**src/rtl/accel_spi_seq.sv**
```systemverilog
// accel_spi_seq: SPI sequencer for the Labyrinth tilt accelerometer.
// After a power-up wait it writes POWER_CTL = measure (0x0A 0x2D 0x02), then
// polls X/Y with a 4-byte read frame (0x0B 0x08 0x00 0x00) every POLL_PERIOD
// cycles. SPI mode 0, SPIclk half-period = CLK_DIV vgaclk cycles.
// Optional macro: ACCEL_AVG_EN -- when defined, each update averages the new
// sample with the previous output instead of loading it directly.
// Ports:
//   vgaclk      system clock
//   reset       synchronous active-high reset
//   MISO        serial data from accelerometer (sampled on SPIclk rise)
//   MOSI        serial data to accelerometer (changes on SPIclk fall)
//   SS          chip select, active low
//   SPIclk      SPI clock, idle low
//   x_tilt      signed X tilt, updated only in the UPD cycle
//   y_tilt      signed Y tilt, updated only in the UPD cycle
//   data_valid  one-cycle pulse coincident with a tilt update
//   init_done   set when the configuration frame finishes
//   busy        high during CFG, RD and the inter-frame gap
module accel_spi_seq #(
  parameter int unsigned CLK_DIV      = 16,
  parameter int unsigned PWRUP_CYCLES = 125000,
  parameter int unsigned POLL_PERIOD  = 416667
) (
  input  logic       vgaclk,
  input  logic       reset,
  input  logic       MISO,
  output logic       MOSI,
  output logic       SS,
  output logic       SPIclk,
  output logic [7:0] x_tilt,
  output logic [7:0] y_tilt,
  output logic       data_valid,
  output logic       init_done,
  output logic       busy
);

  localparam int unsigned WAIT_MAX = (PWRUP_CYCLES > 2 * CLK_DIV) ? PWRUP_CYCLES : 2 * CLK_DIV;
  localparam int unsigned WW = $clog2(WAIT_MAX + 1);
  localparam int unsigned DW = $clog2(CLK_DIV);
  localparam int unsigned PW = $clog2(POLL_PERIOD + 1);

  localparam logic [WW-1:0] PWRUP_END = WW'(PWRUP_CYCLES);
  localparam logic [WW-1:0] GAP_END   = WW'(2 * CLK_DIV - 1);
  localparam logic [DW-1:0] DIV_END   = DW'(CLK_DIV - 1);
  localparam logic [PW-1:0] POLL_END  = PW'(POLL_PERIOD - 1);

  localparam logic [7:0] CFG_B0 = 8'h0A;
  localparam logic [7:0] CFG_B1 = 8'h2D;
  localparam logic [7:0] CFG_B2 = 8'h02;
  localparam logic [7:0] RD_B0  = 8'h0B;
  localparam logic [7:0] RD_B1  = 8'h08;

  typedef enum logic [2:0] {
    PWRUP,
    CFG,
    GAP,
    IDLE,
    RD,
    UPD
  } state_e;

  state_e          state_q;
  logic [WW-1:0]   wait_q;
  logic [DW-1:0]   div_q;
  logic [4:0]      bit_q;
  logic [PW-1:0]   poll_q;
  logic [7:0]      rx_q;
  logic [7:0]      shx_q;
  logic [7:0]      shy_q;
  logic            gap_rd_q;

  logic [4:0]      bit_d;
  logic [7:0]      tx_byte_d;
  logic            mosi_d;
  logic [7:0]      rx_d;
  logic [4:0]      last_bit_d;
  logic [7:0]      x_upd_d;
  logic [7:0]      y_upd_d;
`ifdef ACCEL_AVG_EN
  logic [8:0]      sum_x_d;
  logic [8:0]      sum_y_d;
`endif

  always_comb begin
    bit_d     = bit_q + 5'd1;
    tx_byte_d = '0;
    if (state_q == RD) begin
      case (bit_d[4:3])
        2'd0:    tx_byte_d = RD_B0;
        2'd1:    tx_byte_d = RD_B1;
        default: tx_byte_d = '0;
      endcase
    end else begin
      case (bit_d[4:3])
        2'd0:    tx_byte_d = CFG_B0;
        2'd1:    tx_byte_d = CFG_B1;
        2'd2:    tx_byte_d = CFG_B2;
        default: tx_byte_d = '0;
      endcase
    end
    mosi_d     = tx_byte_d[3'd7 - bit_d[2:0]];
    rx_d       = {rx_q[6:0], MISO};
    last_bit_d = (state_q == RD) ? 5'd31 : 5'd23;
`ifdef ACCEL_AVG_EN
    // 9-bit signed sum; dropping bit 0 is an arithmetic shift right by one.
    sum_x_d = {x_tilt[7], x_tilt} + {shx_q[7], shx_q};
    sum_y_d = {y_tilt[7], y_tilt} + {shy_q[7], shy_q};
    x_upd_d = sum_x_d[8:1];
    y_upd_d = sum_y_d[8:1];
`else
    x_upd_d = shx_q;
    y_upd_d = shy_q;
`endif
  end

  always_ff @(posedge vgaclk) begin
    if (reset) begin
      state_q    <= PWRUP;
      wait_q     <= '0;
      div_q      <= '0;
      bit_q      <= '0;
      poll_q     <= '0;
      rx_q       <= '0;
      shx_q      <= '0;
      shy_q      <= '0;
      gap_rd_q   <= 1'b0;
      MOSI       <= 1'b0;
      SS         <= 1'b1;
      SPIclk     <= 1'b0;
      x_tilt     <= '0;
      y_tilt     <= '0;
      data_valid <= 1'b0;
      init_done  <= 1'b0;
      busy       <= 1'b0;
    end else begin
      data_valid <= 1'b0;
      // Saturating poll timer: a late IDLE entry launches immediately.
      if (poll_q != POLL_END) poll_q <= poll_q + 1'b1;

      unique case (state_q)
        PWRUP: begin
          if (wait_q == PWRUP_END) begin
            state_q <= CFG;
            SS      <= 1'b0;
            MOSI    <= CFG_B0[7];
            busy    <= 1'b1;
            div_q   <= '0;
            bit_q   <= '0;
          end else begin
            wait_q <= wait_q + 1'b1;
          end
        end

        CFG, RD: begin
          if (div_q == DIV_END) begin
            div_q  <= '0;
            SPIclk <= ~SPIclk;
            if (!SPIclk) begin
              rx_q <= rx_d;
              if (state_q == RD && bit_q == 5'd23) shx_q <= rx_d;
              if (state_q == RD && bit_q == 5'd31) shy_q <= rx_d;
            end else if (bit_q == last_bit_d) begin
              // Final falling edge and SS release share this vgaclk edge.
              SS       <= 1'b1;
              MOSI     <= 1'b0;
              state_q  <= GAP;
              wait_q   <= '0;
              gap_rd_q <= (state_q == RD);
              if (state_q == CFG) init_done <= 1'b1;
            end else begin
              bit_q <= bit_d;
              MOSI  <= mosi_d;
            end
          end else begin
            div_q <= div_q + 1'b1;
          end
        end

        GAP: begin
          if (wait_q == GAP_END) begin
            busy   <= 1'b0;
            wait_q <= '0;
            if (gap_rd_q) begin
              state_q    <= UPD;
              data_valid <= 1'b1;
              x_tilt     <= x_upd_d;
              y_tilt     <= y_upd_d;
            end else begin
              // First read follows the configuration write without waiting.
              state_q <= IDLE;
              poll_q  <= POLL_END;
            end
          end else begin
            wait_q <= wait_q + 1'b1;
          end
        end

        IDLE: begin
          if (poll_q == POLL_END) begin
            state_q <= RD;
            SS      <= 1'b0;
            MOSI    <= RD_B0[7];
            busy    <= 1'b1;
            div_q   <= '0;
            bit_q   <= '0;
            poll_q  <= '0;
          end
        end

        UPD: state_q <= IDLE;

        default: state_q <= PWRUP;
      endcase
    end
  end

endmodule

```
**config.mk**
```make
export PLATFORM = sky130hd
export DESIGN_NAME = accel_spi_seq
export DESIGN_NICKNAME = d
export VERILOG_FILES = /design/src/rtl/accel_spi_seq.sv
export SDC_FILE = /design/constraint.sdc
export NUM_CORES = 1
export LEC_CHECK = 0
export BUFFER_PORTS_ARGS = -buffer_cell sky130_fd_sc_hd__clkbuf_2
export CORE_MARGIN = 2
export CORE_UTILIZATION = 50
export CTS_BUF_LIST = sky130_fd_sc_hd__clkbuf_4
export DETAILED_ROUTE_END_ITERATION = 12
export PLACE_DENSITY = 0.67
export SYNTH_ARGS = -nofsm -noshare
export SYNTH_HDL_FRONTEND = slang
export SYNTH_SLANG_ARGS = --single-unit
```
**constraint.sdc**
```tcl
create_clock -name vgaclk -period 2.5 [get_ports vgaclk]
set_input_delay 0 -clock vgaclk [delete_from_list [all_inputs] [get_ports vgaclk]]
set_output_delay 0 -clock vgaclk [all_outputs]
set_load 0.005 [all_outputs]
```
# Word-level counts from Yosys, hierarchy flattened
# Index checks and enable logic that the tools add are counted.
totals:
  wordCells: 122
  out_inout_bits: 22
  input_bits: 3
  ff_bits: 94
op_classes:
  n_reduce_logical: 23
  eq_ne: 23
  addsub: 5
  bitwise_logic: 3
  n_lt_le_gt_ge: 1
  n_mux: 50
op_table:
  columns: ["operator", "n"]
  rows:
  - ["17-bit two-way mux", 5]
  - ["19-bit two-way mux", 4]
  - ["17-bit case mux with 3 select lines", 1]
  - ["19-bit case mux with 2 select lines", 1]
  - ["5-bit two-way mux", 5]
  - ["3-bit two-way mux", 7]
  - ["19-bit by 1-bit adder with 19-bit output (second input constant)", 1]
  - ["19-bit equality test (second input constant)", 1]
  - ["19-bit inequality test (second input constant)", 1]
  - ["6-bit case mux with 3 select lines", 1]
  - ["6-bit AND reduction", 3]
  - ["17-bit by 1-bit adder with 17-bit output (second input constant)", 1]
  - ["17-bit equality test (second input constant)", 1]
  - ["17-bit by 5-bit equality test with 1-bit output (second input constant)", 1]
  - ["4-bit two-way mux", 4]
  - ["2-bit inequality test (second input constant)", 8]
  - ["4-bit AND reduction", 4]
  - ["3-bit case mux with 5 select lines", 1]
  - ["5-bit case mux with 3 select lines", 1]
  - ["5-bit AND reduction", 3]
  - ["1-bit two-way mux", 13]
  - ["4-bit case mux with 3 select lines", 1]
  - ["5-bit equality test (second input constant)", 2]
  - ["1-bit case mux with 3 select lines", 3]
  - ["23 further kinds", 32]

# Logic depth before layout (Yosys ltp)
depth:
  ltp_word: 10
  depth_mapped: 9

# Worst setup path before layout
# OpenSTA, ideal clock, no wires.
synth_path:
  path_type: "flip-flop to flip-flop"
  from: "register wait_q[0]"
  to: "register y_tilt[1]"
  t_required_ps: 2361
  setup_slack_ps: 380
  stages_incl_launch_ff: 9
  t_arrival_ps: 1981
  path_buffers: 1
  synth_period_minus_slack_ps: 2120
  path_cell_list: "dfxtp_1 ha_1 nand2_2 or4_4 nor4_4 nand3_1 buf_2 nand2_1 a21oi_2"
synth_via:
  elab_chain_len: 2
synth_rtl:
  columns: ["item", "line", "text"]
  rows:
  - ["start: declaration", "63", "logic [WW-1:0] wait_q;"]
  - ["start signal: assignment", "150", "wait_q <= wait_q + 1'b1;"]
  - ["start signal: assignment", "194", "wait_q <= wait_q + 1'b1;"]
  - ["17-bit by 5-bit equality test with 1-bit output", "180", "if (wait_q == GAP_END) begin"]
  - ["3-bit AND reduction (no source line)", null, null]
  - ["end signal: assignment", "187", "y_tilt <= y_upd_d;"]
  - ["end: declaration", "31", "output logic [7:0] y_tilt,"]
# No other way between the ends.
# A chain may end at the register's enable or synchronous reset.

# Worst setup path after layout
layout_path:
  from: "register wait_q[1]"
  to: "register y_tilt[5]"
# Same word-level chain as after synthesis.

==> results by group <==
Global route
  • Global-route wire length before repair: 15,800 µm
  • Pin count of the biggest net entering global routing: 41
  • Overall Global Routing Usage: 20.0%
  • Initial antenna violation count: 0
  • Vias in the first global route: about 3,300
  • Grt total ovfl: 0

Route
  • Vias: 3,684
  • Number of nets with antenna violations after routing: 0
  • DRC: 0
  • TritonRoute pass-1 iters: 5
  • Detailed-route vias per instance: around 5.6
  • Wire per inst: 14.1 µm
  • Routed wire length: 9290 µm
  • Detailed router's first-iteration violation count: 182

Synth
  • Seq/Total Area, Yosys: 42.8%
  • Post-synth ARST share: 0%
  • Synth cell types: 62
  • Synth Instances: 505
  • Synth Flop Type: dfxtp_1
  • Post-synth EDFFs: 0
  • Mapped cell area: approximately 0.0044 mm²
  • Synth Register Bits: 94
  • Synthesis warning total: 0
  • Mapped Nets: approximately 520
  • Syn avg cell area: 8.70 µm²

Worst setup path
  • CP peak stage delay: ~0.48 ns
  • Crit-path cells: ha_1, nand2_2, or4_4, nor4_4, and3_1, buf_4, nand2_1, a21oi_2
  • Arr. time, crit path: 2.68 ns
  • Setup crit start kind: register
  • Crit Path Category: register to register
  • CP max-delay cell: or4_4
  • Crit-path max FO: 16
  • CP Capture Type: register
  • Critical Path RT: about 2.9 ns

STA
  • Worst-Margin Slew: 0.645 ns
  • Peak Freq: 437 MHz
  • Unrepaired setup endpoints after global routing: false
  • Final Setup Violations: 0
  • Clock Skew: ~0.026 ns
  • Final slew viol count: 0
  • Min Clock Period, post-route: 2.29 ns
  • Hold Fails Final Rpt: 0
  • Slew HR: 57.0%
  • Fin crit share: 91.4%
  • Hold Slack: 0.103 ns
  • Final TNS setup: 0 ns

Finish
  • Layout Area Growth over Synthesis: 11.0%
  • Register area: 0.00188 mm²
  • Area of the multi-input gates: ~0.0024 mm²
  • Filler cell count: 806
  • Share of post-route cells with drive strength above 1: 16.4%
  • Nets: 555
  • Fin util: 56.5%
  • Ant. Diodes: 0

Placement
  • Final HPWL DP: 6680 µm
  • Final Wtd Congestion: 0.876
  • Port bufs: 24

CTS
  • Clock latency at the later pin of the worst-skew pair: 0.46 ns
  • Max clock buf depth: 2
  • Clk root buf: clkbuf_4
  • Clk slew on worst S/H paths: 0.17 ns
  • Clock sink total: 94
  • Setup Fix Bufs, Post-CTS: 0
  • H-tree levels: 3
  • Total CTS buffers: 9
  • CTS tree: built

Die
  • Starting density of the core: between 50 and 60%
  • Number of I/O pins: 25
  • Die area: approximately 0.0096 mm²
  • Die Span Y: 97.7 µm
  • Die W: approximately 98 µm
  • Total core area: 0.00864 mm²
  • # rows: 34

Power and ir drop
  • Total Power: approximately 0.0024 W
  • Worst IR drop on VDD: 247 µV
  • P_leak: ~1.8 nW
  • Pwr Density: 494 mW/mm²

Outcome
  • Status: finished, final reports clean

Worst hold path
  • Min-delay worst type: input pin to register

Flow run
  • Maxcap violations: 0
layer usage:
layer | up-vias | share of wire, % | track usage (%)
li1 | 1860 | - | -
met1 | 1747 | 52 | 28.2
met2 | 65 | 44 | 31.0
met3 | 12 | 3.3 | 4.37
met4 | 0 | 1.1 | 6.09
met5 | - | 0 | 0
critical path, delay by kind of cell, from the launching register on:
kind,cells,cell delay (ns)
AND/OR/NAND/NOR,5,1.25
flip-flops,1,0.40
adder cells (fa/ha/maj),1,0.25
buffers and inverters,1,0.21
AO/OA/AOI/OAI,1,0.13
synth_stat cells, types with 5 or more instances:
master	count	area, µm²
clkbuf_1	13	48.8
nand3b_1	5	37.5
dfxtp_1	94	1880
nand2b_1	15	93.8
nor3_1	13	65.1
a31oi_1	6	37.5
nand4_1	9	56.3
ha_1	8	100
and3_1	6	37.5
o32ai_1	5	43.8
nor4_1	6	37.5
nor2_1	73	274
nand3_1	22	110
xnor2_1	23	201
a21oi_1	23	115
o21ai_0	14	70.1
xor2_1	9	78.8
a21oi_2	10	87.6
inv_1	13	48.8
mux2i_1	24	240
nand2_1	52	195
worst paths after layout:
check / depth (start not counted) / slack, ns / end / startpoint
max: 8 / 0.21 / y_tilt[5] / wait_q[1]
max reg2reg: 8 / 0.21 / y_tilt[5] / wait_q[1]
min: 2 / 0.10 / x_tilt[5] / reset
min reg2reg: 2 / 0.47 / x_tilt[0] / x_tilt[0]
metrics by stage:
stage	cell area, µm²	cells	worst slack, ns
after floorplan	4390	505	0.380
after global placement	4720	640	0.279
after detailed placement	4720	640	0.190
after CTS	4870	657	0.163
after global routing	4880	657	0.0466
final	4880	657	0.214
state kept, by name (all words and copies together), names as in the netlist:
| register | cells |
|---|---|
| busy | 1 |
| rx_q | 7 |
| state_q | 3 |
| wait_q | 17 |
| shx_q | 8 |
| SS | 1 |
| MOSI | 1 |
| div_q | 4 |
| poll_q | 19 |
| data_valid | 1 |
| bit_q | 5 |
| SPIclk | 1 |
| init_done | 1 |
| x_tilt | 8 |
| gap_rd_q | 1 |
| shy_q | 8 |
| y_tilt | 8 |
cell usage in the layout (no fill, tap or decap), types with 15 or more instances in the layout:
master	instances
nand2_1	52
a21oi_1	23
xnor2_1	23
nand3_1	22
dfxtp_1	93
nand2b_1	15
clkbuf_2	24
nor2_1	73
buf_4	22
mux2i_1	24
repair_timing:
item	in CTS	in global routing
hold buffers	1	0
gates resized for setup	0	3
endpoints found under the hold margin	3	0
endpoints found under the setup margin	0	5
layout make-up:
| class | count | share of cell area, % |
|---|---|---|
| Tap cell | 108 | 2.77 |
| Timing Repair Buffer | 47 | 6.05 |
| Multi-Input combinational cell | 379 | 48.6 |
| Inverter | 13 | 1.00 |
| Sequential cell | 94 | 38.6 |
| Clock buffer | 9 | 1.39 |
| Clock inverter | 7 | 1.54 |
report_power, final:
part	internal, W	switching [W]
Clock	0.000239	0.000590
Combinational	0.0000216	0.0000406
Sequential	0.00151	0.0000103
cells by family (layout without fill, tap and decap cells):
logic type                 Yosys count  count (layout)  share of synthesized area, %
buffers and inverters               32              76                          3.36
AOI/OAI and AO/OA                   83              83                          12.7
muxes                               24              24                          5.47
DFF                                 94              94                          42.8
and+or+nand+nor                    231             231                          26.8
xor gates and xnor gates            32              32                          6.38
adders and majority gates            9               9                          2.51
Note: power is estimated with default switching activity, not from simulation.
